## src/rtl/umips_pkg.sv

```systemverilog
// Shared umips fetch definitions: widths, fetch FSM encoding and the pc/instr payload.
package umips_pkg;

    localparam int unsigned INSTR_W = 32;
    localparam int unsigned ADDR_W  = 32;

    localparam logic [INSTR_W-1:0] NOP = INSTR_W'(0);

    localparam logic [1:0] ST_BOOT  = 2'd0;
    localparam logic [1:0] ST_FETCH = 2'd1;
    localparam logic [1:0] ST_WAIT  = 2'd2;
    localparam logic [1:0] ST_SKID  = 2'd3;

    typedef struct packed {
        logic [ADDR_W-1:0]  pc;
        logic [INSTR_W-1:0] instr;
    } fetch_word_t;

    // Sequential PC step; wraps modulo 2^32.
    function automatic logic [ADDR_W-1:0] pc_step(input logic [ADDR_W-1:0] pc);
        return pc + ADDR_W'(4);
    endfunction

endpackage

```

## src/rtl/umips_fetch_ctrl_if.sv

```systemverilog
// Fetch-stage bundle: decode control in, imem handshake, and the word presented to decode.
interface umips_fetch_ctrl_if;
    import umips_pkg::*;

    logic                stall;
    logic                redirect;
    logic [ADDR_W-1:0]   redirect_pc;
    logic                exc;
    logic                imem_req;
    logic [ADDR_W-1:0]   imem_addr;
    logic                imem_ack;
    logic [INSTR_W-1:0]  imem_rdata;
    logic                if_valid;
    logic [ADDR_W-1:0]   if_pc;
    logic [INSTR_W-1:0]  if_instr;

    modport master (
        input  stall, redirect, redirect_pc, exc, imem_ack, imem_rdata,
        output imem_req, imem_addr, if_valid, if_pc, if_instr
    );

    modport slave (
        output stall, redirect, redirect_pc, exc, imem_ack, imem_rdata,
        input  imem_req, imem_addr, if_valid, if_pc, if_instr
    );

endinterface

```

## src/rtl/umips_fetch_skid.sv

```systemverilog
// One-entry pc/instr holding register used when decode stalls on a returning fetch.
module umips_fetch_skid
    import umips_pkg::*;
(
    input  logic        clk,
    input  logic        rst,
    input  logic        i_load,
    input  logic        i_unload,
    input  logic        i_flush,
    input  fetch_word_t i_word,
    output logic        o_valid,
    output fetch_word_t o_word
);

    logic        r_valid;
    fetch_word_t r_word;

    always_ff @(posedge clk) begin
        if (rst) begin
            r_valid <= 1'b0;
            r_word  <= '0;
        end else if (i_flush || i_unload) begin
            r_valid <= 1'b0;
        end else if (i_load) begin
            r_valid <= 1'b1;
            r_word  <= i_word;
        end
    end

    assign o_valid = r_valid;
    assign o_word  = r_word;

endmodule

```

## src/rtl/umips_fetch_ctrl.sv

```systemverilog
// Fetch-stage sequencer: owns the PC, runs the imem req/ack handshake and
// feeds decode through an output register backed by a one-entry skid.
module umips_fetch_ctrl
    import umips_pkg::*;
#(
    parameter logic [ADDR_W-1:0] RESET_PC = 32'h0000_0000,
    parameter logic [ADDR_W-1:0] EXC_PC   = 32'h0000_0080
) (
    input  logic               clk,
    input  logic               rst,
    umips_fetch_ctrl_if.master io_fetch
);

    logic [1:0]        r_state, w_state_nxt;
    logic [ADDR_W-1:0] r_pc, w_pc_nxt;
    logic [ADDR_W-1:0] r_addr, w_addr_nxt;
    logic              r_squash, w_squash_nxt;
    logic              r_if_valid, w_if_valid_nxt;
    fetch_word_t       r_out, w_out_nxt;

    logic              w_req_c;
    logic              w_flush, w_slot_free, w_consume;
    logic [ADDR_W-1:0] w_target, w_pc_inc;
    fetch_word_t       w_mem_word, w_skid_in, w_skid_word;
    logic              w_skid_load, w_skid_unload, w_skid_valid;

    assign w_flush     = io_fetch.exc || io_fetch.redirect;
    assign w_target    = io_fetch.exc ? EXC_PC : io_fetch.redirect_pc;
    assign w_slot_free = !r_if_valid || !io_fetch.stall;
    assign w_consume   = r_if_valid && !io_fetch.stall && !w_flush;
    assign w_pc_inc    = pc_step(r_pc);

    assign w_mem_word.pc    = r_pc;
    assign w_mem_word.instr = io_fetch.imem_rdata;
    assign w_skid_in.pc     = r_addr;
    assign w_skid_in.instr  = io_fetch.imem_rdata;

    umips_fetch_skid u_skid (
        .clk      (clk),
        .rst      (rst),
        .i_load   (w_skid_load),
        .i_unload (w_skid_unload),
        .i_flush  (w_flush),
        .i_word   (w_skid_in),
        .o_valid  (w_skid_valid),
        .o_word   (w_skid_word)
    );

    // Next-state, next-datapath and request logic.
    always_comb begin
        w_state_nxt    = r_state;
        w_pc_nxt       = r_pc;
        w_squash_nxt   = r_squash;
        w_if_valid_nxt = r_if_valid && !w_consume;
        w_out_nxt      = r_out;
        w_req_c        = 1'b0;
        w_skid_load    = 1'b0;
        w_skid_unload  = 1'b0;

        case (r_state)
            ST_BOOT: begin
                w_state_nxt = ST_FETCH;
            end
            ST_FETCH: begin
                w_req_c = w_slot_free && !w_flush;
                if (w_req_c && io_fetch.imem_ack) begin
                    w_if_valid_nxt = 1'b1;
                    w_out_nxt      = w_mem_word;
                    w_pc_nxt       = w_pc_inc;
                end else if (w_req_c) begin
                    w_state_nxt = ST_WAIT;
                end
            end
            ST_WAIT: begin
                // A raised request is held until the memory answers.
                w_req_c = 1'b1;
                if (io_fetch.imem_ack) begin
                    if (r_squash) begin
                        w_squash_nxt = 1'b0;
                        w_state_nxt  = ST_FETCH;
                    end else if (w_slot_free) begin
                        w_if_valid_nxt = 1'b1;
                        w_out_nxt      = w_mem_word;
                        w_pc_nxt       = w_pc_inc;
                        w_state_nxt    = ST_FETCH;
                    end else begin
                        w_skid_load = 1'b1;
                        w_pc_nxt    = w_pc_inc;
                        w_state_nxt = ST_SKID;
                    end
                end
            end
            ST_SKID: begin
                if (!io_fetch.stall) begin
                    w_if_valid_nxt = w_skid_valid;
                    w_out_nxt      = w_skid_word;
                    w_skid_unload  = 1'b1;
                    w_state_nxt    = ST_FETCH;
                end
            end
            default: begin
                w_state_nxt = ST_BOOT;
            end
        endcase

        // Redirect/exception wins; an unanswered request is left to drain as squashed.
        if (w_flush) begin
            w_pc_nxt       = w_target;
            w_if_valid_nxt = 1'b0;
            w_skid_load    = 1'b0;
            if (r_state == ST_WAIT && !io_fetch.imem_ack) begin
                w_squash_nxt = 1'b1;
                w_state_nxt  = ST_WAIT;
            end else begin
                w_squash_nxt = 1'b0;
                w_state_nxt  = ST_FETCH;
            end
        end

        w_addr_nxt = (w_state_nxt == ST_WAIT) ? r_addr : w_pc_nxt;
    end

    always_ff @(posedge clk) begin
        if (rst) begin
            r_state     <= ST_BOOT;
            r_pc        <= RESET_PC;
            r_addr      <= RESET_PC;
            r_squash    <= 1'b0;
            r_if_valid  <= 1'b0;
            r_out.pc    <= ADDR_W'(0);
            r_out.instr <= NOP;
        end else begin
            r_state    <= w_state_nxt;
            r_pc       <= w_pc_nxt;
            r_addr     <= w_addr_nxt;
            r_squash   <= w_squash_nxt;
            r_if_valid <= w_if_valid_nxt;
            r_out      <= w_out_nxt;
        end
    end

    assign io_fetch.imem_req  = w_req_c;
    assign io_fetch.imem_addr = r_addr;
    assign io_fetch.if_valid  = r_if_valid;
    assign io_fetch.if_pc     = r_out.pc;
    assign io_fetch.if_instr  = r_out.instr;

endmodule
```

## src/flat_wrapper.sv

```systemverilog
// flat-port wrapper written by rule: the top's interface ports become plain ports
module umips_fetch_ctrl_flat import umips_pkg::*;
#(
    parameter logic [ADDR_W-1:0] RESET_PC = 32'h0000_0000,
    parameter logic [ADDR_W-1:0] EXC_PC   = 32'h0000_0080
)
  (clk, rst, io_fetch_stall, io_fetch_redirect, io_fetch_redirect_pc, io_fetch_exc, io_fetch_imem_ack, io_fetch_imem_rdata, io_fetch_imem_req, io_fetch_imem_addr, io_fetch_if_valid, io_fetch_if_pc, io_fetch_if_instr);
  umips_fetch_ctrl_if io_fetch_i ();
  input  logic clk;
  input  logic rst;
  input wire logic [$bits(io_fetch_i.stall)-1:0] io_fetch_stall;
  input wire logic [$bits(io_fetch_i.redirect)-1:0] io_fetch_redirect;
  input wire logic [$bits(io_fetch_i.redirect_pc)-1:0] io_fetch_redirect_pc;
  input wire logic [$bits(io_fetch_i.exc)-1:0] io_fetch_exc;
  input wire logic [$bits(io_fetch_i.imem_ack)-1:0] io_fetch_imem_ack;
  input wire logic [$bits(io_fetch_i.imem_rdata)-1:0] io_fetch_imem_rdata;
  output wire logic [$bits(io_fetch_i.imem_req)-1:0] io_fetch_imem_req;
  output wire logic [$bits(io_fetch_i.imem_addr)-1:0] io_fetch_imem_addr;
  output wire logic [$bits(io_fetch_i.if_valid)-1:0] io_fetch_if_valid;
  output wire logic [$bits(io_fetch_i.if_pc)-1:0] io_fetch_if_pc;
  output wire logic [$bits(io_fetch_i.if_instr)-1:0] io_fetch_if_instr;
  assign io_fetch_i.stall = io_fetch_stall;
  assign io_fetch_i.redirect = io_fetch_redirect;
  assign io_fetch_i.redirect_pc = io_fetch_redirect_pc;
  assign io_fetch_i.exc = io_fetch_exc;
  assign io_fetch_i.imem_ack = io_fetch_imem_ack;
  assign io_fetch_i.imem_rdata = io_fetch_imem_rdata;
  assign io_fetch_imem_req = io_fetch_i.imem_req;
  assign io_fetch_imem_addr = io_fetch_i.imem_addr;
  assign io_fetch_if_valid = io_fetch_i.if_valid;
  assign io_fetch_if_pc = io_fetch_i.if_pc;
  assign io_fetch_if_instr = io_fetch_i.if_instr;
  umips_fetch_ctrl #(.RESET_PC(RESET_PC), .EXC_PC(EXC_PC)) u_core (.clk(clk), .rst(rst), .io_fetch(io_fetch_i));
endmodule
```

## config.mk

```make
export PLATFORM = sky130hd
export DESIGN_NAME = umips_fetch_ctrl_flat
export DESIGN_NICKNAME = d
export VERILOG_FILES = /design/src/rtl/umips_pkg.sv /design/src/rtl/umips_fetch_ctrl_if.sv /design/src/rtl/umips_fetch_skid.sv /design/src/rtl/umips_fetch_ctrl.sv /design/src/flat_wrapper.sv
export SDC_FILE = /design/constraint.sdc
export NUM_CORES = 1
export LEC_CHECK = 0
export CAP_MARGIN = 10
export CORE_AREA = 4 4 121 169
export CTS_CLUSTER_SIZE = 25
export DETAILED_ROUTE_END_ITERATION = 6
export DIE_AREA = 0 0 125 173
export PLACE_DENSITY = 0.76
export SLEW_MARGIN = 15
export SYNTH_ARGS = -nofsm -noshare
export SYNTH_HDL_FRONTEND = slang
export SYNTH_SLANG_ARGS = --single-unit
```

## constraint.sdc

```tcl
create_clock -name clk -period 1.94 [get_ports clk]
set_input_delay 0.485 -clock clk [delete_from_list [all_inputs] [get_ports clk]]
set_output_delay 0.485 -clock clk [all_outputs]
set_load 0.03 [all_outputs]
```

==> results.yml, run 1 <==
critical_path:
  setup.worst_path.start: "u_core.r_state[0]"
  startpoint_type: "register"
  worst-endpoint-required_ns: 2.28
  critPathKind: "reg -> reg"
  cp.arrival_ns: 2.55
  rr_startpoint: "u_core.r_state[0]"
  crit_fanout: 7
  crit_path_end_kind: "register"
synth:
  async_flop_share_pct: 0
  yosys.cell_types.count: 72
  syn_nets: 1109
  avgSynthCellArea_um2: 8.50
  synth_ff_type: "dfxtp_1"
  yosysWarnings: 0
  syn_area_um2: 8790
  synth-seq-area-share_pct: 44.8
  netlist_instances: 1034
  synth-edff-count: 0
  synth-seq-cells: 197
run_status:
  failed_checks: "setup timing"
  status: "finished with violations"
clock_network:
  cts.path.max_buffers: 2
  cts_made_buffers: 17
  htree_num_levels: 4
  clock_sinks: 197
  clkLatencyLatePin_ns: 0.44
  tritoncts: "built"
  clk_pin_slew_worst_paths_ns: 0.07
  root_buffer: "clkbuf_16"
routing:
  first_pass_iters: 7
  wl_met2_mm: 17.6
  num_vias: 9700
  drtIter0Drc: 1077
  routed_wl_mm: 35.0
  drc_errors: 0
  top_layer_used: "met5"
  wl_per_cell_um: 22.0
  met1Wirelength_mm: 12.6
  met3WireLength_mm: 2.63
  viasPerCell: 6.08
  final_antenna_net_count: 0
sta:
  hold_violations: 0
  layout_setup_ws_ns: -0.274
  post-route-period-util_pct: 114
  rsz0062_at_grt: "true"
  relSlewSlack_pct: 54.4
  period_minus_slack_ns: 2.21
  final-setup-viol-count: 168
  fmax_mhz: 452
  maxSlewViolCount: 0
  skew_ns: 0.0127
  worst_slew_pin_slew_ns: 0.683
floorplanning:
  dieArea_um2: 21600
  die_h_um: 173
  initial_core_util_pct: 46.1
  coreArea_um2: 19100
  io_pins: 168
  dieWidth_um: 125
  row_count: 60
global_route:
  grt_pass1_vias: 9131
  grt_max_degree: 91
  antenna_found_initial: 1
  grt_util_all_layers_pct: 26.3
  grt_remaining_overflow: 0
  grt_pass1_wl_mm: 46.7
finish:
  design_area_um2: 14600
  nets: 1409
  multi_input_area_um2: 5650
  seq_area_um2: 3960
  antenna_cells: 0
  fillers: 1229
  post_route_cells_drive_above_1_share_pct: 34.7
  area_growth_pct: 65.6
worst_hold_path:
  min_path_type: "in -> reg"
  holdCritStartpoint: "rst"
power:
  p_clk_share_pct: 34.8
  combPwrFrac_pct: 25.8
  p_switching_uw: 3450
  p_int_uw: 7850
  switching_share_pct: 30.5
  irDropWorstVdd_uv: 641
  power_frac_seq_pct: 39.4
  power_density_nw_per_um2: 776
  leakagePower_uw: 0.00573
placed_design:
  placed_area_um2: 11600
  portBuffers: 167
  gp_congestion: 0.932
  dp_slack_ns: -0.711
  hpwl_mm: 18.7
job:
  cap_violations: 0
## cells in the mapped netlist (7+ instances only)
cell | instances | area [µm²]
inv_1 | 10 | 37.5
o21ai_0 | 14 | 70.1
clkbuf_1 | 55 | 206
dfxtp_1 | 197 | 3940
nand3_1 | 12 | 60.1
and2_1 | 14 | 87.6
nand4_1 | 10 | 62.6
a31oi_1 | 16 | 100
a21oi_1 | 84 | 420
nor3_1 | 10 | 50.1
nor2b_1 | 17 | 106
o211ai_1 | 10 | 75.1
and3_1 | 7 | 43.8
mux2i_1 | 81 | 811
buf_2 | 22 | 110
a211oi_1 | 80 | 601
nand2_1 | 157 | 589
nor2_1 | 130 | 488
## area by class of cell
| class | instances | area share (%) |
|---|---|---|
| Multi-Input combinational cell | 743 | 38.8 |
| Sequential cell | 197 | 27.2 |
| Timing Repair Buffer | 364 | 27.1 |
| Clock buffer | 18 | 3.02 |
| Tap cell | 248 | 2.13 |
| Clock inverter | 14 | 1.46 |
| Inverter | 11 | 0.335 |
## path summary, 6_finish.rpt
kind,slack [ns],depth (start not counted),end
worst min register to register,0.46,2,u_core.u_skid.o_word[41]
worst max register to register,-0.27,12,u_core.io_fetch.if_instr[10]
worst min-delay path,0.30,2,u_core.u_skid.o_word[49]
worst max-delay path,-0.27,12,u_core.io_fetch.if_instr[10]
## metrics by stage
step	hold slack [ns]	cells	utilization, %	setup TNS, ns	power, µW
2_1_floorplan	0.436	1034	-	-5.18	5610
3_5_place_dp	0.446	1497	61.0	-109.44	6570
6_report	0.303	1595	76.4	-19.41	11300
3_3_place_gp	0.441	1497	61.0	-98.81	6540
4_1_cts	0.278	1569	69.9	-4.65	10900
5_1_grt	0.311	1595	76.4	-30.52	11600
## metal layers
| metal | GRT usage (%) | vias up |
|---|---|---|
| met2 | 47.8 | 537 |
| li1 | - | 4293 |
| met3 | 5.47 | 192 |
| met1 | 29.7 | 4676 |
| met5 | 0 | - |
| met4 | 11.0 | 2 |
## flip-flops by register name, indices dropped and copies added, names as in the netlist
signal                     count
u_core.r_pc                   32
u_core.io_fetch.if_pc         32
u_core.io_fetch.if_instr      32
u_core.r_squash                1
u_core.u_skid.o_valid          1
u_core.io_fetch.if_valid       1
u_core.io_fetch.imem_addr     32
u_core.u_skid.o_word          64
u_core.r_state                 2
## cell families (layout without fill, tap and decap cells)
group / count (synthesis) / in the layout / share of synthesized area [%]
xor gates and xnor gates: 2 / 2 / 0.199
buffers and inverters: 94 / 407 / 4.50
adders and majority gates: 5 / 5 / 0.711
DFF: 197 / 197 / 44.8
and+or+nand+nor: 398 / 398 / 20.5
muxes: 83 / 83 / 9.48
AOI/OAI and AO/OA: 255 / 255 / 19.7
## timing repair
| item | in CTS | in global routing |
|---|---|---|
| resized for setup | 226 | 219 |
| gates cloned | 16 | 15 |
| setup buffers | 24 | 20 |
| hold buffers | 0 | 0 |
| pin swaps | 47 | 83 |
| setup endpoints to repair | 274 | 194 |
## power by group through the flow
stage | sequential [µW] | combinational (µW) | clock [µW]
finish | 4450 | 2920 | 3930
global route | 4470 | 3040 | 4100
CTS | 4430 | 2540 | 3920
detailed placement | 4510 | 2060 | 0
global placement | 4500 | 2040 | 0
floorplan | 4870 | 748 | 0
## cell usage in the layout (no fill, tap or decap), drive strengths merged, types with 10 or more instances in the layout
cell type / count
nor2: 130
nor2b: 17
and2: 14
nand4: 10
a21oi: 84
dlygate4sd2: 88
nor3: 14
a31oi: 18
buf: 186
inv: 15
o21ai: 17
dfxtp: 197
nand3: 13
dlymetal6s2s: 11
clkbuf: 30
o211ai: 10
clkdlybuf4s50: 65
nand2: 159
a211oi: 81
mux2i: 81
## critical path, stage by stage (launching register included)
cell and delay [ns]:
dfxtp_4 0.37, inv_4 0.05, ha_4 0.18, buf_6 0.13, a21oi_2 0.13, nor2_2 0.07, a2111oi_4 0.37, buf_4 0.19
buf_8 0.12, buf_6 0.13, buf_12 0.12, nor2_1 0.05, a211oi_1 0.19
Power figures use the tool's default switching activity.
==> run 2, diff against run 1 <==
Settings changed: CORE_AREA 4 4 121 169 to 4 4 127 177, DIE_AREA 0 0 125 173 to 0 0 131 181, PLACE_DENSITY 0.76 to 0.77, SYNTH_HIERARCHICAL from default to 1.
==> run 2 against run 1 <==
  * The flow still finishes with violations (setup timing)
  * Highest routed layer is now met4
  * Final area increased by 5.1%
  * Non-clock buffer count increased by 32
  * Sequential share of layout area decreased by 1.3 points
  * Clock skew about the same
  * Die area increased by 9.6%
  * Synthesized cell count increased by 3.4%
  * Largest power group unchanged
  * Power decreased by 5.1%
  * Combinational power decreased by 9.9%
  * Final cell count increased by 4.4%
  * Utilization decreased by 3.7 points
  * Sequential power decreased by 2%
==> results.yml, run 2 <==
global_route:
  grt_util_all_layers_pct: 27.4
  busiest_layer: "met2"
  globalRouteMet2Util_pct: 46.1
  grt_max_degree: 78
  gr-usage-met1_pct: 35.0
  grt_pass1_vias: 9617
  grt_pass1_wl_mm: 51.5
  grtUsageMet3_pct: 4.14
  antenna_found_initial: 0
  grt_remaining_overflow: 0
clock_network:
  clk_pin_slew_worst_paths_ns: 0.08
  tritoncts: "built"
  cts_made_buffers: 17
  hold_buffers: 0
  htree_num_levels: 4
  cts.path.max_buffers: 2
  clock_sinks: 197
  root_buffer: "clkbuf_16"
  clkLatencyLatePin_ns: 0.43
placed_design:
  portBuffers: 167
  hpwl_mm: 22.9
  gp_congestion: 0.984
  dp_slack_ns: -0.839
critical_path:
  slowest_delay_ns: 0.39
  rr_startpoint: "u_core/r_state[0]"
  crit_fanout: 4
  crit_top_cell: "buf_4"
  worst_path_max_delay_cell: "o41a_1"
  crit_buf_inv: 2
  critPathKind: "reg -> reg"
  setup.worst_path.start: "u_core/r_state[0]"
  rrSetupSlack_ns: -0.28
  startpoint_type: "register"
  worst-endpoint-required_ns: 2.26
  crit_path_end_kind: "register"
  cp_cell_sequence: "buf_4 -> ha_4 -> and2_4 -> o31a_1 -> o41a_1 -> buf_4 -> and4_1 -> a41o_1"
  r2r-end: "u_core/io_fetch.imem_addr[4]"
  cp_top_family: "compound AO/OA/AOI/OAI gates"
  reg2reg_depth: 8
  cp.arrival_ns: 2.54
floorplanning:
  io_pins: 168
  coreArea_um2: 21000
  die_h_um: 181
  row_count: 63
  dieArea_um2: 23700
  dieWidth_um: 131
  initial_core_util_pct: 47.8
power:
  switching_share_pct: 28.2
  combPwrFrac_pct: 24.5
  leakagePower_uw: 0.00550
  irDropWorstVdd_uv: 636
  power_density_nw_per_um2: 701
  power_frac_seq_pct: 40.8
  p_switching_uw: 3020
  p_int_uw: 7700
  p_clk_share_pct: 34.7
routing:
  viasPerCell: 5.80
  first_pass_iters: 6
  final_antenna_net_count: 0
  drc_errors: 0
  num_vias: 9653
  wl_per_cell_um: 20.4
  drtIter0Drc: 696
  routed_wl_mm: 33.9
finish:
  antenna_cells: 0
  final_common_cell: "dfxtp_1"
  fillers: 1454
  area_growth_pct: 52.2
  layout_common_cells: "dfxtp_1, clkdlybuf4s50_1, buf_4"
  largest_reg_flops: 64
  nets: 1469
  post_route_cells_drive_above_1_share_pct: 32.0
synth:
  netlist_instances: 1069
  syn_nets: 1145
  synth_fa_ha_area_share_pct: 0.746
  synth-xor-area-share_pct: 0.174
  syn_area_um2: 10100
  yosysWarnings: 6
  synthMuxAreaShare_pct: 13.5
  synth_top_family_by_area: "simple AND/OR/NAND/NOR gates"
  synth_top_area_share_pct: 39.2
  synth_compound_area_share_pct: 19.9
  synth.top_cells.by_area: "dfxtp_1, mux2i_1, nand2b_1"
  synth-seq-cells: 197
  yosys.cell_types.count: 73
  avgSynthCellArea_um2: 9.41
  async_flop_share_pct: 0
  synth-seq-area-share_pct: 39.2
  synth-edff-count: 0
  yosys.area_share.simple_pct: 20.7
  yosysMostFrequentCell: "dfxtp_1"
  synth_ff_type: "dfxtp_1"
  synth_largest_area_cell: "dfxtp_1"
  synth_common_cells: "dfxtp_1, nand2b_1, mux2i_1"
worst_hold_path:
  min_path_type: "in -> reg"
  holdCritStartpoint: "rst"
  min_path_cells: 2
  min_to: "u_core/r_pc[20]"
sta:
  hold_violations: 0
  setup_tns_ns: -34.02
  layout_setup_ws_ns: -0.283
  worst_slew_pin_slew_ns: 0.670
  rsz0062_at_grt: "true"
  fmax_mhz: 450
  post-route-period-util_pct: 115
  relSlewSlack_pct: 55.3
  final-setup-viol-count: 252
  skew_ns: 0.0132
  period_minus_slack_ns: 2.22
  maxSlewViolCount: 0
job:
  cap_violations: 0
run_status:
  failed_checks: "setup timing"
  status: "finished with violations"
-- run 2: per-layer routing --
metal / up-vias / wire [µm]
li1: 4517 / -
met3: 82 / 1830
met4: 0 / 1190
met1: 4658 / 14100
met2: 396 / 16800
met5: - / 0
-- run 2: logic make-up after synthesis --
| family | Yosys count |
|---|---|
| and+or+nand+nor | 391 |
| xor gates and xnor gates | 2 |
| buffers and inverters | 105 |
| DFF | 197 |
| adders and majority gates | 6 |
| AOI/OAI and AO/OA | 233 |
| muxes | 135 |
-- run 2: area by class of cell --
type / count / area, µm² / share of cell area [%]
multi-input cells: 767 / 6180 / 40.4
repair buffers: 396 / 4170 / 27.2
flip-flops and latches: 197 / 3960 / 25.8
clock buffers: 19 / 433 / 2.83
well taps: 260 / 325 / 2.13
clock inverters: 12 / 176 / 1.15
inverters: 14 / 66.3 / 0.433
-- run 2: timing repair --
item,in CTS,in global routing
hold endpoints to repair,0,0
resized for setup,124,75
endpoints found under the setup margin,275,291
cloned,12,0
setup buffers,25,12
pin swaps,49,31
-- run 2: how the worst max path moves through the flow --
stage	slack (ns)	depth (start not counted)	end
global route	-0.34	8	io_fetch_imem_req
floorplan	-0.1	8	u_core/io_fetch.imem_addr[25]
finish	-0.28	8	u_core/io_fetch.imem_addr[4]
detailed placement	-0.84	9	u_core/io_fetch.if_pc[18]
CTS	-0.31	7	io_fetch_imem_req
global placement	-0.79	9	u_core/io_fetch.if_instr[3]
-- run 2: per-stage QoR --
stage          area [µm²]  power [µW]  instances  util (%)  hold WS [ns]
3_5_place_dp        13300        6510       1586      63.1         0.461
4_1_cts             14900       10600       1654      70.7         0.342
5_1_grt             15300       11100       1665      72.7         0.364
2_1_floorplan       10200        5570       1069         -         0.448
6_report            15300       10700       1665      72.7         0.376
3_3_place_gp        13300        6480       1586      63.1         0.457
-- run 2: power by group through the flow --
stage	logic [µW]	registers (µW)	clock network, µW
floorplan	842	4730	0
CTS	2490	4370	3780
global route	2760	4390	3920
detailed placement	2070	4450	0
global placement	2040	4440	0
finish	2630	4380	3720
==> run 3, diff against run 2 <==
Settings changed: ABC_CLOCK_PERIOD_IN_PS from default to 1940.
==> results of run 3 <==
Same layout as run 2: the final DEF is identical, and so are final timing and power.
